**src/rtl/trigout_burst_sequencer_if.sv**
```systemverilog
// Host/pin-side bundle for trigout_burst_sequencer.
// TRIGOUT_OVERRUN_EN adds the sticky overrun flag.
interface trigout_burst_sequencer_if #(
  parameter int unsigned CNT_W = 16
);
  logic             en;
  logic             pswr;
  logic [1:0]       mode;
  logic             start;
  logic             stop;
  logic [CNT_W-1:0] burst_count;
  logic [CNT_W-1:0] delay;
  logic [CNT_W-1:0] width;
  logic             tdout;
  logic             busy;
  logic             done;
`ifdef TRIGOUT_OVERRUN_EN
  logic             overrun;

  modport master (
    output en, pswr, mode, start, stop, burst_count, delay, width,
    input  tdout, busy, done, overrun
  );
  modport slave (
    input  en, pswr, mode, start, stop, burst_count, delay, width,
    output tdout, busy, done, overrun
  );
`else
  modport master (
    output en, pswr, mode, start, stop, burst_count, delay, width,
    input  tdout, busy, done
  );
  modport slave (
    input  en, pswr, mode, start, stop, burst_count, delay, width,
    output tdout, busy, done
  );
`endif
endinterface

```
**src/rtl/trigout_burst_sequencer.sv**
```systemverilog
// Trigger-out sequencer: delayed, width-programmable pulses per period wrap in continuous,
// burst or single-shot mode. Define TRIGOUT_OVERRUN_EN for the sticky dropped-edge flag.
module trigout_burst_sequencer #(
  parameter int unsigned CNT_W = 16
) (
  input logic                      clk,
  input logic                      rst,
  trigout_burst_sequencer_if.slave bus
);

  localparam logic [1:0] ModeOff   = 2'd0;
  localparam logic [1:0] ModeCont  = 2'd1;
  localparam logic [1:0] ModeBurst = 2'd2;

  typedef enum logic [1:0] {StIdle, StWaitEdge, StDelay, StPulse} state_e;

  state_e           state_q, state_d;
  logic             prev_q;
  logic [1:0]       mode_q, mode_d;
  logic [CNT_W-1:0] delay_q, delay_d;
  logic [CNT_W-1:0] width_q, width_d;
  logic [CNT_W-1:0] rem_q, rem_d;
  logic [CNT_W-1:0] cnt_q, cnt_d;
  logic             stop_q, stop_d;
  logic             tdout_q, tdout_d;
  logic             done_q, done_d;
  logic             edge_det;
  logic             stop_seen;
  logic             last_pulse;
`ifdef TRIGOUT_OVERRUN_EN
  logic             overrun_q, overrun_d;
`endif

  assign edge_det = bus.pswr & ~prev_q;

  always_comb begin
    state_d    = state_q;
    mode_d     = mode_q;
    delay_d    = delay_q;
    width_d    = width_q;
    rem_d      = rem_q;
    cnt_d      = cnt_q;
    stop_d     = stop_q;
    tdout_d    = 1'b0;
    done_d     = 1'b0;
    stop_seen  = stop_q | bus.stop;
    last_pulse = 1'b0;
`ifdef TRIGOUT_OVERRUN_EN
    overrun_d  = overrun_q;
    if ((state_q == StDelay || state_q == StPulse) && edge_det) overrun_d = 1'b1;
`endif
    unique case (state_q)
      StIdle: begin
        stop_d = 1'b0;
        if (bus.start && bus.mode != ModeOff) begin
          mode_d  = bus.mode;
          delay_d = bus.delay;
          width_d = (bus.width == '0) ? CNT_W'(1) : bus.width;
          rem_d   = bus.burst_count;
`ifdef TRIGOUT_OVERRUN_EN
          overrun_d = 1'b0;
`endif
          // An empty burst completes immediately without arming.
          if (bus.mode == ModeBurst && bus.burst_count == '0) done_d = 1'b1;
          else state_d = StWaitEdge;
        end
      end
      StWaitEdge: begin
        if (bus.stop) begin
          state_d = StIdle;
          done_d  = 1'b1;
        end else if (edge_det) begin
          if (delay_q == '0) begin
            state_d = StPulse;
            cnt_d   = width_q;
            tdout_d = 1'b1;
          end else begin
            state_d = StDelay;
            cnt_d   = delay_q;
          end
        end
      end
      StDelay: begin
        stop_d = stop_seen;
        if (cnt_q == CNT_W'(1)) begin
          state_d = StPulse;
          cnt_d   = width_q;
          tdout_d = 1'b1;
        end else begin
          cnt_d = cnt_q - CNT_W'(1);
        end
      end
      StPulse: begin
        stop_d = stop_seen;
        if (cnt_q == CNT_W'(1)) begin
          case (mode_q)
            ModeCont:  last_pulse = stop_seen;
            ModeBurst: begin
              rem_d      = rem_q - CNT_W'(1);
              last_pulse = stop_seen || (rem_q == CNT_W'(1));
            end
            default:   last_pulse = 1'b1;
          endcase
          if (last_pulse) begin
            state_d = StIdle;
            done_d  = 1'b1;
          end else begin
            state_d = StWaitEdge;
          end
        end else begin
          cnt_d   = cnt_q - CNT_W'(1);
          tdout_d = 1'b1;
        end
      end
      default: state_d = StIdle;
    endcase
  end

  always_ff @(posedge clk) begin
    if (rst || !bus.en) begin
      state_q   <= StIdle;
      prev_q    <= 1'b0;
      mode_q    <= ModeOff;
      delay_q   <= '0;
      width_q   <= '0;
      rem_q     <= '0;
      cnt_q     <= '0;
      stop_q    <= 1'b0;
      tdout_q   <= 1'b0;
      done_q    <= 1'b0;
`ifdef TRIGOUT_OVERRUN_EN
      overrun_q <= 1'b0;
`endif
    end else begin
      state_q   <= state_d;
      prev_q    <= bus.pswr;
      mode_q    <= mode_d;
      delay_q   <= delay_d;
      width_q   <= width_d;
      rem_q     <= rem_d;
      cnt_q     <= cnt_d;
      stop_q    <= stop_d;
      tdout_q   <= tdout_d;
      done_q    <= done_d;
`ifdef TRIGOUT_OVERRUN_EN
      overrun_q <= overrun_d;
`endif
    end
  end

  assign bus.tdout = tdout_q;
  assign bus.busy  = (state_q != StIdle);
  assign bus.done  = done_q;
`ifdef TRIGOUT_OVERRUN_EN
  assign bus.overrun = overrun_q;
`endif

endmodule

```
**src/flat_wrapper.sv**
```systemverilog
// flat-port wrapper written by rule: the top's interface ports become plain ports
module trigout_burst_sequencer_flat 
#(
  parameter int unsigned CNT_W = 16
)
  (clk, rst, bus_en, bus_pswr, bus_mode, bus_start, bus_stop, bus_burst_count, bus_delay, bus_width, bus_tdout, bus_busy, bus_done);
  trigout_burst_sequencer_if #(.CNT_W(CNT_W)) bus_i ();
  input logic clk;
  input logic rst;
  input wire logic [$bits(bus_i.en)-1:0] bus_en;
  input wire logic [$bits(bus_i.pswr)-1:0] bus_pswr;
  input wire logic [$bits(bus_i.mode)-1:0] bus_mode;
  input wire logic [$bits(bus_i.start)-1:0] bus_start;
  input wire logic [$bits(bus_i.stop)-1:0] bus_stop;
  input wire logic [$bits(bus_i.burst_count)-1:0] bus_burst_count;
  input wire logic [$bits(bus_i.delay)-1:0] bus_delay;
  input wire logic [$bits(bus_i.width)-1:0] bus_width;
  output wire logic [$bits(bus_i.tdout)-1:0] bus_tdout;
  output wire logic [$bits(bus_i.busy)-1:0] bus_busy;
  output wire logic [$bits(bus_i.done)-1:0] bus_done;
  assign bus_i.en = bus_en;
  assign bus_i.pswr = bus_pswr;
  assign bus_i.mode = bus_mode;
  assign bus_i.start = bus_start;
  assign bus_i.stop = bus_stop;
  assign bus_i.burst_count = bus_burst_count;
  assign bus_i.delay = bus_delay;
  assign bus_i.width = bus_width;
  assign bus_tdout = bus_i.tdout;
  assign bus_busy = bus_i.busy;
  assign bus_done = bus_i.done;
  trigout_burst_sequencer #(.CNT_W(CNT_W)) u_core (.clk(clk), .rst(rst), .bus(bus_i));
endmodule
```
**config.mk**
```make
export PLATFORM = sky130hd
export DESIGN_NAME = trigout_burst_sequencer_flat
export DESIGN_NICKNAME = d
export VERILOG_FILES = /design/src/rtl/trigout_burst_sequencer_if.sv /design/src/rtl/trigout_burst_sequencer.sv /design/src/flat_wrapper.sv
export SDC_FILE = /design/constraint.sdc
export NUM_CORES = 1
export LEC_CHECK = 0
export CAP_MARGIN = 20
export CORE_UTILIZATION = 55
export CTS_CLUSTER_SIZE = 25
export DETAILED_ROUTE_END_ITERATION = 10
export PLACE_DENSITY = 0.85
export SKIP_LAST_GASP = 1
export SLEW_MARGIN = 20
export SYNTH_ARGS = -nofsm -noshare
export SYNTH_HDL_FRONTEND = slang
export SYNTH_SLANG_ARGS = --single-unit
```
**constraint.sdc**
```tcl
create_clock -name clk -period 3 [get_ports clk]
set_clock_uncertainty 0.05 [all_clocks]
set_input_delay 0.75 -clock clk [delete_from_list [all_inputs] [get_ports clk]]
set_output_delay 0.75 -clock clk [all_outputs]
set_load 0.01 [all_outputs]
```
After elaboration in Yosys (flattened, before gate mapping)
Index checks and enable logic that the tools add are counted.
{"block": "totals", "regBits": 72, "latch_bits": 0, "ramBits": 0, "romBits": 0, "n_memories": 0}
{"block": "op_classes", "n_addsub": 2, "n_mul": 0, "n_div": 0, "n_lt_le_gt_ge": 0, "n_eq_ne": 17, "shifts": 0, "mux": 36, "bitwise": 3, "n_reduce_logical": 19}
{"operator": "16-bit two-way mux", "n": 9}
{"operator": "16-bit zero test", "n": 3}
{"operator": "16-bit one-hot mux with 3 select lines", "n": 1}
{"operator": "16-bit by 1-bit == test with 1-bit output (second input constant)", "n": 2}
{"operator": "16-bit one-hot mux with 2 select lines", "n": 1}
{"operator": "16-bit by 1-bit subtractor with 16-bit output (second input constant)", "n": 2}
{"operator": "1-bit two-way mux", "n": 14}
{"operator": "2-bit two-way mux", "n": 6}
{"operator": "2-bit == test (second input constant)", "n": 4}
{"operator": "2-bit by 1-bit != test with 1-bit output (second input constant)", "n": 4}
{"operator": "2-bit != test (second input constant)", "n": 4}
{"operator": "2-bit one-hot mux with 4 select lines", "n": 1}
{"operator": "4-bit AND reduction", "n": 2}
{"operator": "2-bit nonzero test", "n": 4}
{"operator": "1-bit one-hot mux with 3 select lines", "n": 2}
{"operator": "5-bit AND reduction", "n": 1}
{"operator": "2-bit by 1-bit == test with 1-bit output (second input constant)", "n": 2}
{"operator": "1-bit one-hot mux with 2 select lines", "n": 2}
{"operator": "3-bit by 2-bit != test with 1-bit output (second input constant)", "n": 1}
{"operator": "3-bit nonzero test", "n": 1}
{"operator": "1-bit logical AND", "n": 2}
{"operator": "2-bit zero test", "n": 1}
{"operator": "1-bit logical OR", "n": 2}
{"operator": "2-bit AND reduction", "n": 1}
{"operator": "5 further kinds", "n": 5}

Longest topological paths before layout
{"block": "depth", "depth_word": 8, "depth_mapped": 10, "ltp_nobuf": 8}

Least setup slack after synthesis
No wires, ideal clock.
{"block": "synth_timing", "path_type": "input to register", "from": "in bus_stop", "to": "reg u_core.cnt_q[4]", "setup_ns": 0.128, "t_arrival_ns": 2.003, "setup_slack_ns": 0.819, "path_stages": 7, "path_cell_list": "or4_1 > clkbuf_1 > and2_1 > buf_4 > buf_6 > a22oi_1 > nor2_1"}
{"block": "synth_between", "elab_chain_cells": 2}
{"item": "start, declared", "line_no": "flat_wrapper.sv:14", "rtl": "input wire logic [$bits(bus_i.stop)-1:0] bus_stop;"}
{"item": "2-bit != test (no line)"}
{"item": "4-bit AND reduction (no line)"}
{"item": "end signal, assigned", "line_no": "trigout_burst_sequencer.sv:141", "rtl": "cnt_q <= cnt_d;"}
{"item": "end, declared", "line_no": "trigout_burst_sequencer.sv:23", "rtl": "logic [CNT_W-1:0] cnt_q, cnt_d;"}
No other way between the ends.
A chain may end at the register's enable or synchronous reset.

Final worst setup path
{"block": "layout_timing", "from": "reg u_core.cnt_q[1]", "to": "reg u_core.rem_q[3]"}
{"block": "layout_between", "elab_chain_cells": 3}
{"item": "16-bit by 1-bit == test with 1-bit output", "line_no": "trigout_burst_sequencer.sv:95", "rtl": "if (cnt_q == CNT_W'(1)) begin"}
{"item": "2-bit by 1-bit != test with 1-bit output (no line)"}
{"item": "4-bit AND reduction (no line)"}
{"item": "end signal, assigned", "line_no": "trigout_burst_sequencer.sv:140", "rtl": "rem_q <= rem_d;"}
{"item": "end, declared", "line_no": "trigout_burst_sequencer.sv:22", "rtl": "logic [CNT_W-1:0] rem_q, rem_d;"}
No other way between the ends.

==> run_results.csv <==
group,metric,value,unit
run_status,run_status,"completed",
global_routing,gr-total-overflow,0,
power_and_ir_drop,share_comb_of_total_power,0.141,
setup_path,worst_path_dominant_cell_family,"compound AO/OA/AOI/OAI gates",
floorplan,coreArea,0.00691,mm²
power_and_ir_drop,p_seq_frac,0.463,
sta,tightest_slew_margin_relative_to_the_limit,0.516,
final_layout,drive_gt1_frac,0.0838,
final_layout,antenna-diode-count,0,
synthesis,synth.ff_latch_count,72,
setup_path,crit_path_max_fanout,19,
setup_path,ff2ff_path_depth,8,
clock_tree,number_of_h_tree_branching_levels,3,
global_routing,first_global_vias,3889,
synthesis,synth_largest_type_area_fraction,0.361,
clock_tree,hold_buffers,0,
final_layout,final_core_utilization,0.702,
synthesis,syn_nets,597,
setup_path,cp_bufs_invs,1,
power_and_ir_drop,ir_drop,0.266,mV
sta,clock.fmax,373,MHz
setup_path,cpPeakStageDelay,0.66,ns
sta,fin_crit_sh,0.893,
setup_path,worst_setup_path_end_kind,"flop",
power_and_ir_drop,power_density,447,mW/mm²
sta,setup_total_negative_slack,0,ns
sta,maxSlewViolCount,0,
floorplan,die-width,87.3,µm
clock_tree,tritoncts.num_buffers,9,
synthesis,biggest_area_consumer_among_synthesized_cells,"sky130_fd_sc_hd__dfxtp_1",
synthesis,netlist_top_cells_area,"sky130_fd_sc_hd__dfxtp_1 36%, sky130_fd_sc_hd__a21oi_1 10%, sky130_fd_sc_hd__nand2_1 9.2%, sky130_fd_sc_hd__o21ai_0 5.6%, sky130_fd_sc_hd__nor2_1 4.6%",
setup_path,required,3.18,ns
sta,grt_setup_unrepaired,"false",
route,antenna_left,0,
sta,finalSetupViolations,0,
clock_tree,deepest_clock_path_buffer_count,2,
clock_tree,clk_root_buffer_cell,"sky130_fd_sc_hd__clkbuf_8",
floorplan,starting_density_of_the_core,0.579,
synthesis,synth_enable_flop_cells,0,
hold_path,worst_hold_startpoint,"u_core.width_q[8]",
route,drc,0,
clock_tree,post-cts-setup-buffer-count,0,
synthesis,ys_seq_area_frac,0.361,
route,wirelength,11.4,mm
route,avgViaCountPerCell,6.35,
synthesis,synth.cell_area,0.00400,mm²
setup_path,cp-start-kind,"flop",
placement,io_buf_count,58,
global_routing,grt_start_max_net_pins,37,
placement,dp_cells,665,
hold_path,worst_hold_path_type,"reg2reg",
sta,worstMarginPinSlew,0.725,ns
route,detailedRoute.firstIterationViolations,629,
synthesis,share_of_flip_flops_with_an_asynchronous_set_or_reset_after_synthesis,0,
power_and_ir_drop,power_frac_clock,0.396,
setup_path,worstPathCellList,"inv_1, ha_1, nor4b_2, nand4_4, o21ai_2, o21ai_0, a21oi_1, nor2_1",
clock_tree,cts.sinks,72,
synthesis,synthesis.area_per_instance,7.47,µm²
flow_run,maxCapViolations,0,
final_layout,area_growth,21.3,%
floorplan,floorplan.io_pins,59,
sta,final_hold_violation_count,0,
final_layout,final_nets,642,
setup_path,r2r-start,"u_core.cnt_q[1]",
placement,globalplace.congestion,0.911,
setup_path,cp_slowest_cell,"sky130_fd_sc_hd__o21ai_2",
synthesis,most_common_library_cells_after_synthesis,"98 x sky130_fd_sc_hd__nand2_1, 80 x sky130_fd_sc_hd__a21oi_1, 72 x sky130_fd_sc_hd__dfxtp_1",
route,drt-wirelength-per-cell,16.8,µm
setup_path,worst_ep_arrival_time,2.86,ns
power_and_ir_drop,power.switching_fraction,0.270,
global_routing,grt_first_pass_wirelength,18.9,mm
synthesis,dominantRegCellSynth,"sky130_fd_sc_hd__dfxtp_1",
route,routed-via-count,4325,
setup_path,timing.setup.critical_path_class,"reg2reg",
synthesis,postSynthCellCount,535,
route,drt_pre_antenna_iters,8,
clock_tree,cts_resized,0,
clock_tree,clock_tree_from_tritoncts,"built",
floorplan,rows,30,
placement,dp_hpwl,8.10,mm
power_and_ir_drop,total_leakage_power,1.70,nW
power_and_ir_drop,internal_power,1.58,mW
sta,post-route-worst-setup-slack,0.321,ns
floorplan,die_y_extent,87.3,µm
global_routing,track_usage,0.317,
global_routing,grt_antenna_before_repair,0,
synthesis,synth_warnings,0,
synthesis,yosysMostFrequentCell,"sky130_fd_sc_hd__nand2_1",
placement,detailedPlace.worstSlack,0.214,ns
setup_path,worst_r2r_endpoint,"u_core.rem_q[3]",
power_and_ir_drop,switching_power,584,µW
clock_tree,cts.reportedPaths.clkPinSlew,0.08,ns
synthesis,netlist_cell_types,64,
hold_path,hold_depth,2,
hold_path,timing.hold.worst_endpoint,"u_core.width_q[8]",
clock_tree,clock_insertion_delay_worst_skew,0.35,ns
sta,period_minus_slack,2.68,ns
final_layout,post_layout_nonfiller_instances,681,
floorplan,die_area,0.00761,mm²
setup_path,regToRegSetupSlack,0.32,ns
logic make-up after synthesis:
group                    after synthesis  synth area share
buffers and inverters                 46            0.0510
adder cells (fa/ha/maj)                6            0.0188
flip-flops                            72             0.361
AO/OA/AOI/OAI                        174             0.256
AND/OR/NAND/NOR                      225             0.285
multiplexers                           4            0.0106
XOR/XNOR                               8            0.0175
final cells by class:
class	instances	area, µm²
sequential	72	1440
timing repair buffer	71	678
multi-input combinational	417	2360
tap	96	120
clock inverter	7	96.3
inverter	9	33.8
clock buffer	9	124
fill	565	2060
per-layer routing:
layer	vias to the layer above	GRT usage	wire length, µm
li1	2006	-	-
met1	2001	0.457	4940
met2	275	0.468	5150
met3	43	0.0531	1040
met4	0	0.125	296
met5	-	0	0
metrics by stage:
step | hold slack [ns] | total power, mW | area, µm²
global placement | 0.412 | 1.31 | 4630
finish | 0.434 | 2.17 | 4850
floorplan | 0.386 | 1.19 | 4000
global route | 0.446 | 2.23 | 4850
detailed placement | 0.413 | 1.32 | 4630
CTS | 0.430 | 2.15 | 4850
worst min-delay path: stages (launching register included):
cell,delay [ns]
sky130_fd_sc_hd__dfxtp_1,0.33
sky130_fd_sc_hd__nand2_1,0.06
sky130_fd_sc_hd__a21oi_1,0.05
worst max-delay path by stage:
stage / end / start / slack (ns) / cells past startpoint
floorplan: u_core.cnt_q[4] / bus_stop / 0.82 / 7
global placement: u_core.rem_q[14] / bus_mode[1] / 0.32 / 7
detailed placement: u_core.rem_q[14] / bus_mode[1] / 0.21 / 7
CTS: u_core.cnt_q[15] / u_core.cnt_q[1] / 0.36 / 8
global route: u_core.rem_q[3] / u_core.cnt_q[1] / 0.10 / 8
finish: u_core.rem_q[3] / u_core.cnt_q[1] / 0.32 / 8
flip-flops by register name, summed over array words and instances (netlist names), named ones only:
| signal | cells |
|---|---|
| u_core.width_q | 16 |
| u_core.cnt_q | 16 |
| u_core.delay_q | 16 |
| u_core.prev_q | 1 |
| u_core.mode_q | 2 |
| u_core.bus.tdout | 1 |
| u_core.stop_q | 1 |
| u_core.rem_q | 16 |
| u_core.state_q | 1 |
| u_core.bus.done | 1 |
power by group through the flow:
stage / Clock [mW] / Combinational, mW / Sequential, mW
finish: 0.857 / 0.305 / 1.00
global route: 0.893 / 0.334 / 1.01
CTS: 0.852 / 0.299 / 1.00
detailed placement: 0 / 0.296 / 1.02
global placement: 0 / 0.288 / 1.02
floorplan: 0 / 0.176 / 1.01
placed cells by master, fill, tap and decap left out, types with 6 or more instances in the layout:
| cell | n |
|---|---|
| sky130_fd_sc_hd__a21oi_1 | 80 |
| sky130_fd_sc_hd__a22oi_1 | 11 |
| sky130_fd_sc_hd__and2_1 | 6 |
| sky130_fd_sc_hd__buf_4 | 13 |
| sky130_fd_sc_hd__clkbuf_8 | 9 |
| sky130_fd_sc_hd__clkdlybuf4s50_1 | 58 |
| sky130_fd_sc_hd__dfxtp_1 | 72 |
| sky130_fd_sc_hd__ha_1 | 6 |
| sky130_fd_sc_hd__inv_1 | 9 |
| sky130_fd_sc_hd__nand2_1 | 98 |
| sky130_fd_sc_hd__nor2_1 | 48 |
| sky130_fd_sc_hd__nor3_1 | 17 |
| sky130_fd_sc_hd__nor4_1 | 13 |
| sky130_fd_sc_hd__o21ai_0 | 45 |
| sky130_fd_sc_hd__or4_1 | 6 |
No activity file was read; power rests on OpenSTA's default activity.
